## src/rtl/block_emitter.sv

```systemverilog
// block_emitter: serializes BEGIN/END commands into "begin "/"end " ASCII words and tracks nesting depth.
// Optional BLOCK_EMITTER_AUTOCLOSE_EN adds a FLUSH state that closes every open block on request.
module block_emitter #(
    parameter int DEPTH_W = 8
) (
    input  logic               clk,
    input  logic               rst_n,
    input  logic               cmd_valid,
    output logic               cmd_ready,
    input  logic               cmd_op,
    input  logic               cmd_upper,
    input  logic               flush,
    output logic [7:0]         out_char,
    output logic               out_valid,
    input  logic               out_ready,
    output logic [DEPTH_W-1:0] depth,
    output logic               err,
    output logic               balanced
);
`ifdef BLOCK_EMITTER_AUTOCLOSE_EN
    typedef enum logic [1:0] {IDLE, EMIT, FLUSH} state_t;
`else
    typedef enum logic [1:0] {IDLE, EMIT} state_t;
`endif
    localparam logic [DEPTH_W-1:0] MAX = {DEPTH_W{1'b1}};
    state_t             state_q, state_d;
    logic [2:0]         idx_q, idx_d;
    logic [DEPTH_W-1:0] depth_q, depth_d;
    logic               err_q, err_d;
    logic               op_q, op_d;
    logic               upper_q, upper_d;
    logic               flush_go;
    logic [2:0]         last;
    logic [7:0]         lc;
`ifdef BLOCK_EMITTER_AUTOCLOSE_EN
    assign flush_go = state_q == IDLE && flush;
`else
    logic unused_flush;
    assign unused_flush = flush;
    assign flush_go = 1'b0;
`endif
    assign cmd_ready = state_q == IDLE && !flush_go;
    assign out_valid = state_q != IDLE;
    assign depth     = depth_q;
    assign err       = err_q;
    assign balanced  = depth_q == '0 && !err_q;
    assign last      = op_q ? 3'd3 : 3'd5;
    always_comb begin
        lc = op_q ? (idx_q == 3'd0 ? 8'h65 : idx_q == 3'd1 ? 8'h6E : idx_q == 3'd2 ? 8'h64 : 8'h20)
                  : (idx_q == 3'd0 ? 8'h62 : idx_q == 3'd1 ? 8'h65 : idx_q == 3'd2 ? 8'h67 :
                     idx_q == 3'd3 ? 8'h69 : idx_q == 3'd4 ? 8'h6E : 8'h20);
        out_char = !out_valid ? 8'h00 : (upper_q && lc != 8'h20) ? lc - 8'h20 : lc;
    end
    always_comb begin
        state_d = state_q;
        idx_d   = idx_q;
        depth_d = depth_q;
        err_d   = err_q;
        op_d    = op_q;
        upper_d = upper_q;
        if (cmd_valid && cmd_ready) begin
            op_d    = cmd_op;
            upper_d = cmd_upper;
            idx_d   = 3'd0;
            // Underflow/overflow commands are dropped silently apart from the sticky error.
            if (cmd_op ? depth_q == '0 : depth_q == MAX) begin
                err_d = 1'b1;
            end else begin
                state_d = EMIT;
                depth_d = cmd_op ? depth_q - DEPTH_W'(1) : depth_q + DEPTH_W'(1);
            end
        end
`ifdef BLOCK_EMITTER_AUTOCLOSE_EN
        if (flush_go && depth_q != '0) begin
            state_d = FLUSH;
            op_d    = 1'b1;
            upper_d = cmd_upper;
            idx_d   = 3'd0;
        end
`endif
        if (out_valid && out_ready) begin
            idx_d = idx_q == last ? 3'd0 : idx_q + 3'd1;
            if (idx_q == last) begin
                state_d = IDLE;
`ifdef BLOCK_EMITTER_AUTOCLOSE_EN
                if (state_q == FLUSH) begin
                    depth_d = depth_q - DEPTH_W'(1);
                    state_d = depth_q == DEPTH_W'(1) ? IDLE : FLUSH;
                end
`endif
            end
        end
    end
    always_ff @(posedge clk or negedge rst_n) begin
        if (!rst_n) begin
            state_q <= IDLE;
            idx_q   <= 3'd0;
            depth_q <= '0;
            err_q   <= 1'b0;
            op_q    <= 1'b0;
            upper_q <= 1'b0;
        end else begin
            state_q <= state_d;
            idx_q   <= idx_d;
            depth_q <= depth_d;
            err_q   <= err_d;
            op_q    <= op_d;
            upper_q <= upper_d;
        end
    end
endmodule

```

## config.mk

```make
export PLATFORM = sky130hd
export DESIGN_NAME = block_emitter
export DESIGN_NICKNAME = d
export VERILOG_FILES = /design/src/rtl/block_emitter.sv
export SDC_FILE = /design/constraint.sdc
export NUM_CORES = 1
export LEC_CHECK = 0
export ABC_AREA = 1
export CAP_MARGIN = 15
export CORE_ASPECT_RATIO = 1.4
export CORE_MARGIN = 3
export CORE_UTILIZATION = 55
export DETAILED_ROUTE_END_ITERATION = 16
export GPL_ROUTABILITY_DRIVEN = 0
export GPL_TIMING_DRIVEN = 0
export PLACE_DENSITY = 0.84
export SLEW_MARGIN = 20
export SYNTH_ARGS = -nofsm -noshare
export SYNTH_HDL_FRONTEND = slang
export SYNTH_SLANG_ARGS = --single-unit
```

## constraint.sdc

```tcl
create_clock -name clk -period 3.02 [get_ports clk]
set_input_delay 0.302 -clock clk [delete_from_list [all_inputs] [get_ports clk]]
set_output_delay 0.302 -clock clk [all_outputs]
set_load 0.02 [all_outputs]
```

; ---- Word level (Yosys, flattened, before mapping)
; Cells that the tools add are included.
[op_classes]
n_addsub = 4
n_mux = 21
eq_ne = 7
n_reduce_logical = 12
n_bitwise = 1
[op_table]
columns = operator, count
row1 = 2-to-1 mux 7 bit, 9
row2 = 2-to-1 mux 8 bit, 3
row3 = 2-to-1 mux 3 bit, 4
row4 = adder 8 x 1 -> 8 bit (second input constant), 1
row5 = equality test 8 bit (second input constant), 1
row6 = zero test 8 bit, 1
row7 = 2-to-1 mux 2 bit, 4
row8 = subtractor 7 x 6 -> 8 bit (second input constant), 1
row9 = subtractor 8 x 1 -> 8 bit (second input constant), 1
row10 = != test 7 x 6 -> 1 bit (second input constant), 1
row11 = equality test 3 x 2 -> 1 bit (second input constant), 2
row12 = logical AND 1 bit, 4
row13 = AND reduction 2 bit, 2
row14 = nonzero test 2 bit, 2
row15 = adder 3 x 1 -> 3 bit (second input constant), 1
row16 = equality test 3 x 1 -> 1 bit (second input constant), 1
row17 = equality test 3 bit, 1
row18 = equality test 3 bit (second input constant), 1
row19 = zero test 3 bit, 1
row20 = zero test 2 bit, 1
row21 = zero test 1 bit, 1
row22 = 2-to-1 mux 1 bit, 1
row23 = inverter 1 bit, 1
[totals]
word_cells = 51
ff_bits = 16
in_bits = 7
output_inout_bits = 20

; ---- Logic depth before layout (Yosys ltp)
[depth]
word_depth = 11
mapped_depth = 10
ltp_nobuf = 10

; ---- Worst setup path after synthesis
; No wires, ideal clock.
[synth_path]
path_type = register to output
from = reg idx_q[0]
to = out out_char[1]
stages_incl_launch_ff = 7
path_buffers = 0
required_time_ns = 2.718
setup_slack_ns = 1.202
arrival_ns = 1.516
cell_sequence = dfrtp_1 ha_1 ha_1 or2_1 nand2_1 nand3_1 a31oi_1
[synth_via]
elab_chain_len = 11
word_cells_on_any_way = 19
cone_classes = 1 x add/sub / 5 x eq/ne / 11 x mux / 2 x reduce/logical
[synth_rtl]
columns = element, line
row1 = from (decl), 27  ; logic [2:0] idx_q, idx_d;
row2 = from (signal assigned), 104  ; idx_q <= idx_d;
row3 = equality test 3 bit, 51  ; idx_q == 3'd3 ? 8'h69 : idx_q == 3'd4 ? 8'h6E : 8'h20);
row4 = 2-to-1 mux 7 bit (2 in series), 51
row5 = 2-to-1 mux 7 bit (3 in series), 50  ; : (idx_q == 3'd0 ? 8'h62 : idx_q == 3'd1 ? 8'h65 : idx_q == 3'd2 ? 8'h67 :
row6 = 2-to-1 mux 7 bit (*), 49  ; lc = op_q ? (idx_q == 3'd0 ? 8'h65 : idx_q == 3'd1 ? 8'h6E : idx_q == 3'd2 ? 8'h64 : 8'h20)
row7 = "parallel branches: the longest is 2 deep, another holds subtractor 7 x 6 -> 8 bit", n/a
row8 = 2-to-1 mux 8 bit (*) (2 in series), 52  ; out_char = !out_valid ? 8'h00 : (upper_q && lc != 8'h20) ? lc - 8'h20 : lc;
row9 = to (decl), 13  ; output logic [7:0] out_char,
; Every way passes the cells marked *.

; ---- Final worst setup path
[layout_path]
from = reg idx_q[1]
to = out out_char[5]
; The elaborated chain is that of the path after synthesis.

==> impl_metrics.py <==
metrics = {
    "run_status": {
        "status": "finished clean",
    },
    "global_route": {
        "grt_pass1_vias": 1275,
        "grt_max_degree": 17,
        "grt_first_pass_wirelength_um": 4961,
        "grt_usage_pct": 22.36,
        "overflow": 0,
        "antenna_found_initial": 0,
    },
    "cts": {
        "cts-root-buf": "clkbuf_4",
        "cts_setup_buffers": 0,
        "clk_latency_ns": 0.29,
        "cts_buffer_depth": 2,
        "cts_buffers": 3,
        "holdBufCountCts": 0,
        "cts_repair_resize_count": 0,
        "cts.sinks": 16,
        "cts_tree": "built",
        "clk_pin_slew_ns": 0.09,
        "cts_htree_levels": 1,
    },
    "floorplanning": {
        "rows": 20,
        "core-area_um2": 2252,
        "die_w_um": 47.86,
        "initial_utilization_pct": 59.89,
        "pin_count": 27,
        "die_y_um": 64.60,
        "dieArea_um2": 3091,
    },
    "synthesis": {
        "syn_inst": 188,
        "ys_warn_count": 0,
        "synth_top_area_share_pct": 29.68,
        "yosysTopAreaCell": "dfrtp_1",
        "synthTopCellsByArea": "dfrtp_1 30%, nand2_1 16%, ha_1 10%",
        "syn_area_um2": 1349,
        "ys_seq_elements": 16,
        "synth.distinct_cells": 31,
        "synth-seq-area-share_pct": 29.68,
        "syn_avg_cell_area_um2": 7.174,
    },
    "layout": {
        "drive_above_1_share_pct": 14.35,
        "nets": 236,
        "fin_area_um2": 1647,
        "diodes": 0,
        "multiInputGateArea_um2": 782.0,
        "final_common_cell": "nand2_1",
        "syn_to_final_growth_pct": 22.08,
        "n_fill_cell": 192,
        "most-common-layout-cells": "57 x nand2_1, 26 x inv_1, 23 x clkdlybuf4s50_1",
        "regArea_um2": 400.4,
    },
    "critical_path": {
        "crit_type": "reg -> out",
        "rrSetupSlack_ns": 1.49,
        "reg2reg_depth": 8,
        "crit_fanout": 4,
        "crit_path_start_kind": "flip-flop",
        "critPathRequiredTime_ns": 2.72,
        "end_kind": "primary output",
        "worst-endpoint-arrival_ns": 2.34,
    },
    "timing": {
        "post-route-min-period_ns": 2.645,
        "slew_violations": 0,
        "hold_violations": 0,
        "rsz0062_at_grt": "false",
        "setup_viol": 0,
        "timing.slew.headroom_pct": 53.49,
        "worst_pin_slew_ns": 0.6954,
        "clock_skew_ns": 0.008453,
        "setup_tns_ns": 0,
        "fmax_mhz": 378.1,
        "worst_slack_ns": 0.3754,
        "timing.final.crit_share_pct": 87.57,
    },
    "pwr": {
        "p_leak_uw": 0.0009087,
        "ir_worst_vdd_uv": 627.4,
        "power_density_nw_per_um2": 1147,
    },
    "detailed_routing": {
        "first_pass_iters": 4,
        "num_vias": 1246,
        "vias_per_cell": 5.235,
        "ant_nets": 0,
        "drt_iter0_drc": 24,
        "drcViolationCount": 0,
        "drt_wl_total_um": 2882,
        "wl_per_cell_um": 12.11,
    },
    "place": {
        "place_area_um2": 1610,
        "dp_hpwl_um": 2398,
        "place_ws_ns": 0.6926,
        "place.port_buffers": 23,
    },
    "worst_hold_path": {
        "hp-class": "in -> async",
    },
    "job": {
        "cap_viol_max_count": 0,
    },
}
sequential cells by signal, indices dropped and copies added (netlist names):
| register | count |
|---|---|
| depth | 8 |
| err | 1 |
| idx_q | 3 |
| op_q | 1 |
| state_q | 2 |
| upper_q | 1 |
cells in the mapped netlist (all sizes together):
library cell  count
or2               1
inv              34
nand3            11
nor2             18
nand4             3
xnor2             1
conb              1
o21ai            12
a21o              1
buf               3
a21oi             7
a31oi             1
nand2            62
nor3              1
xor2              3
mux2              1
fa                1
dfrtp            16
ha               11
cell type report:
type / count / share of cell area [%]
flip-flops and latches: 16 / 24.32
multi-input cells: 136 / 47.49
plain buffers: 3 / 2.128
well taps: 22 / 1.672
repair buffers: 23 / 13.98
clock buffers: 4 / 2.204
inverters: 34 / 8.207
through the flow:
step	cells	power (uW)	util (%)	hold WS, ns
floorplan	189	1306	-	0.006409
global placement	234	1695	71.50	0.4648
detailed placement	234	1754	71.50	0.4848
CTS	238	1899	73.11	0.4359
global route	238	2073	73.11	0.4448
finish	238	1888	73.11	0.4195
power by group:
group	total (uW)	internal [uW]	switching, uW
clock network	141	73.5	67.7
registers	433	310	123
logic	1310	559	754
total	1890	944	945
cells by family after synthesis:
| logic type | share of synthesized area, % |
|---|---|
| muxes | 0.8348 |
| AOI/OAI and AO/OA | 9.462 |
| and+or+nand+nor | 32.84 |
| other | 0.2780 |
| DFF | 29.68 |
| xor gates and xnor gates | 2.598 |
| adders and majority gates | 11.69 |
| buffers and inverters | 12.62 |
worst max-delay path, cell delays in order, from the launching register on:
cell and delay (ns):
dfrtp_1 0.42, inv_1 0.14, ha_1 0.22, inv_1 0.07, nor2_1 0.09, nand2_1 0.09
nand2_1 0.08, inv_2 0.03, o21ai_1 0.11, nand2_1 0.07, a21oi_1 0.12, clkdlybuf4s50_1 0.61
worst paths after layout:
path,startpoint,end
setup reg to reg,depth[0],depth[6]
setup / recovery,idx_q[1],out_char[5]
hold reg to reg,err,err
min in group clk,err,err
hold / removal,rst_n,depth[3]
max in group asynchronous,rst_n,idx_q[2]
routing by layer:
layer / GRT usage (%) / wire length (um) / up-vias
met3: 1.944 / 85 / 6
met5: 0 / 0 / -
met4: 12.12 / 72 / 0
met2: 43.05 / 1661 / 30
li1: - / - / 635
met1: 20.42 / 1063 / 575
No activity file was read; power rests on OpenSTA's default activity.
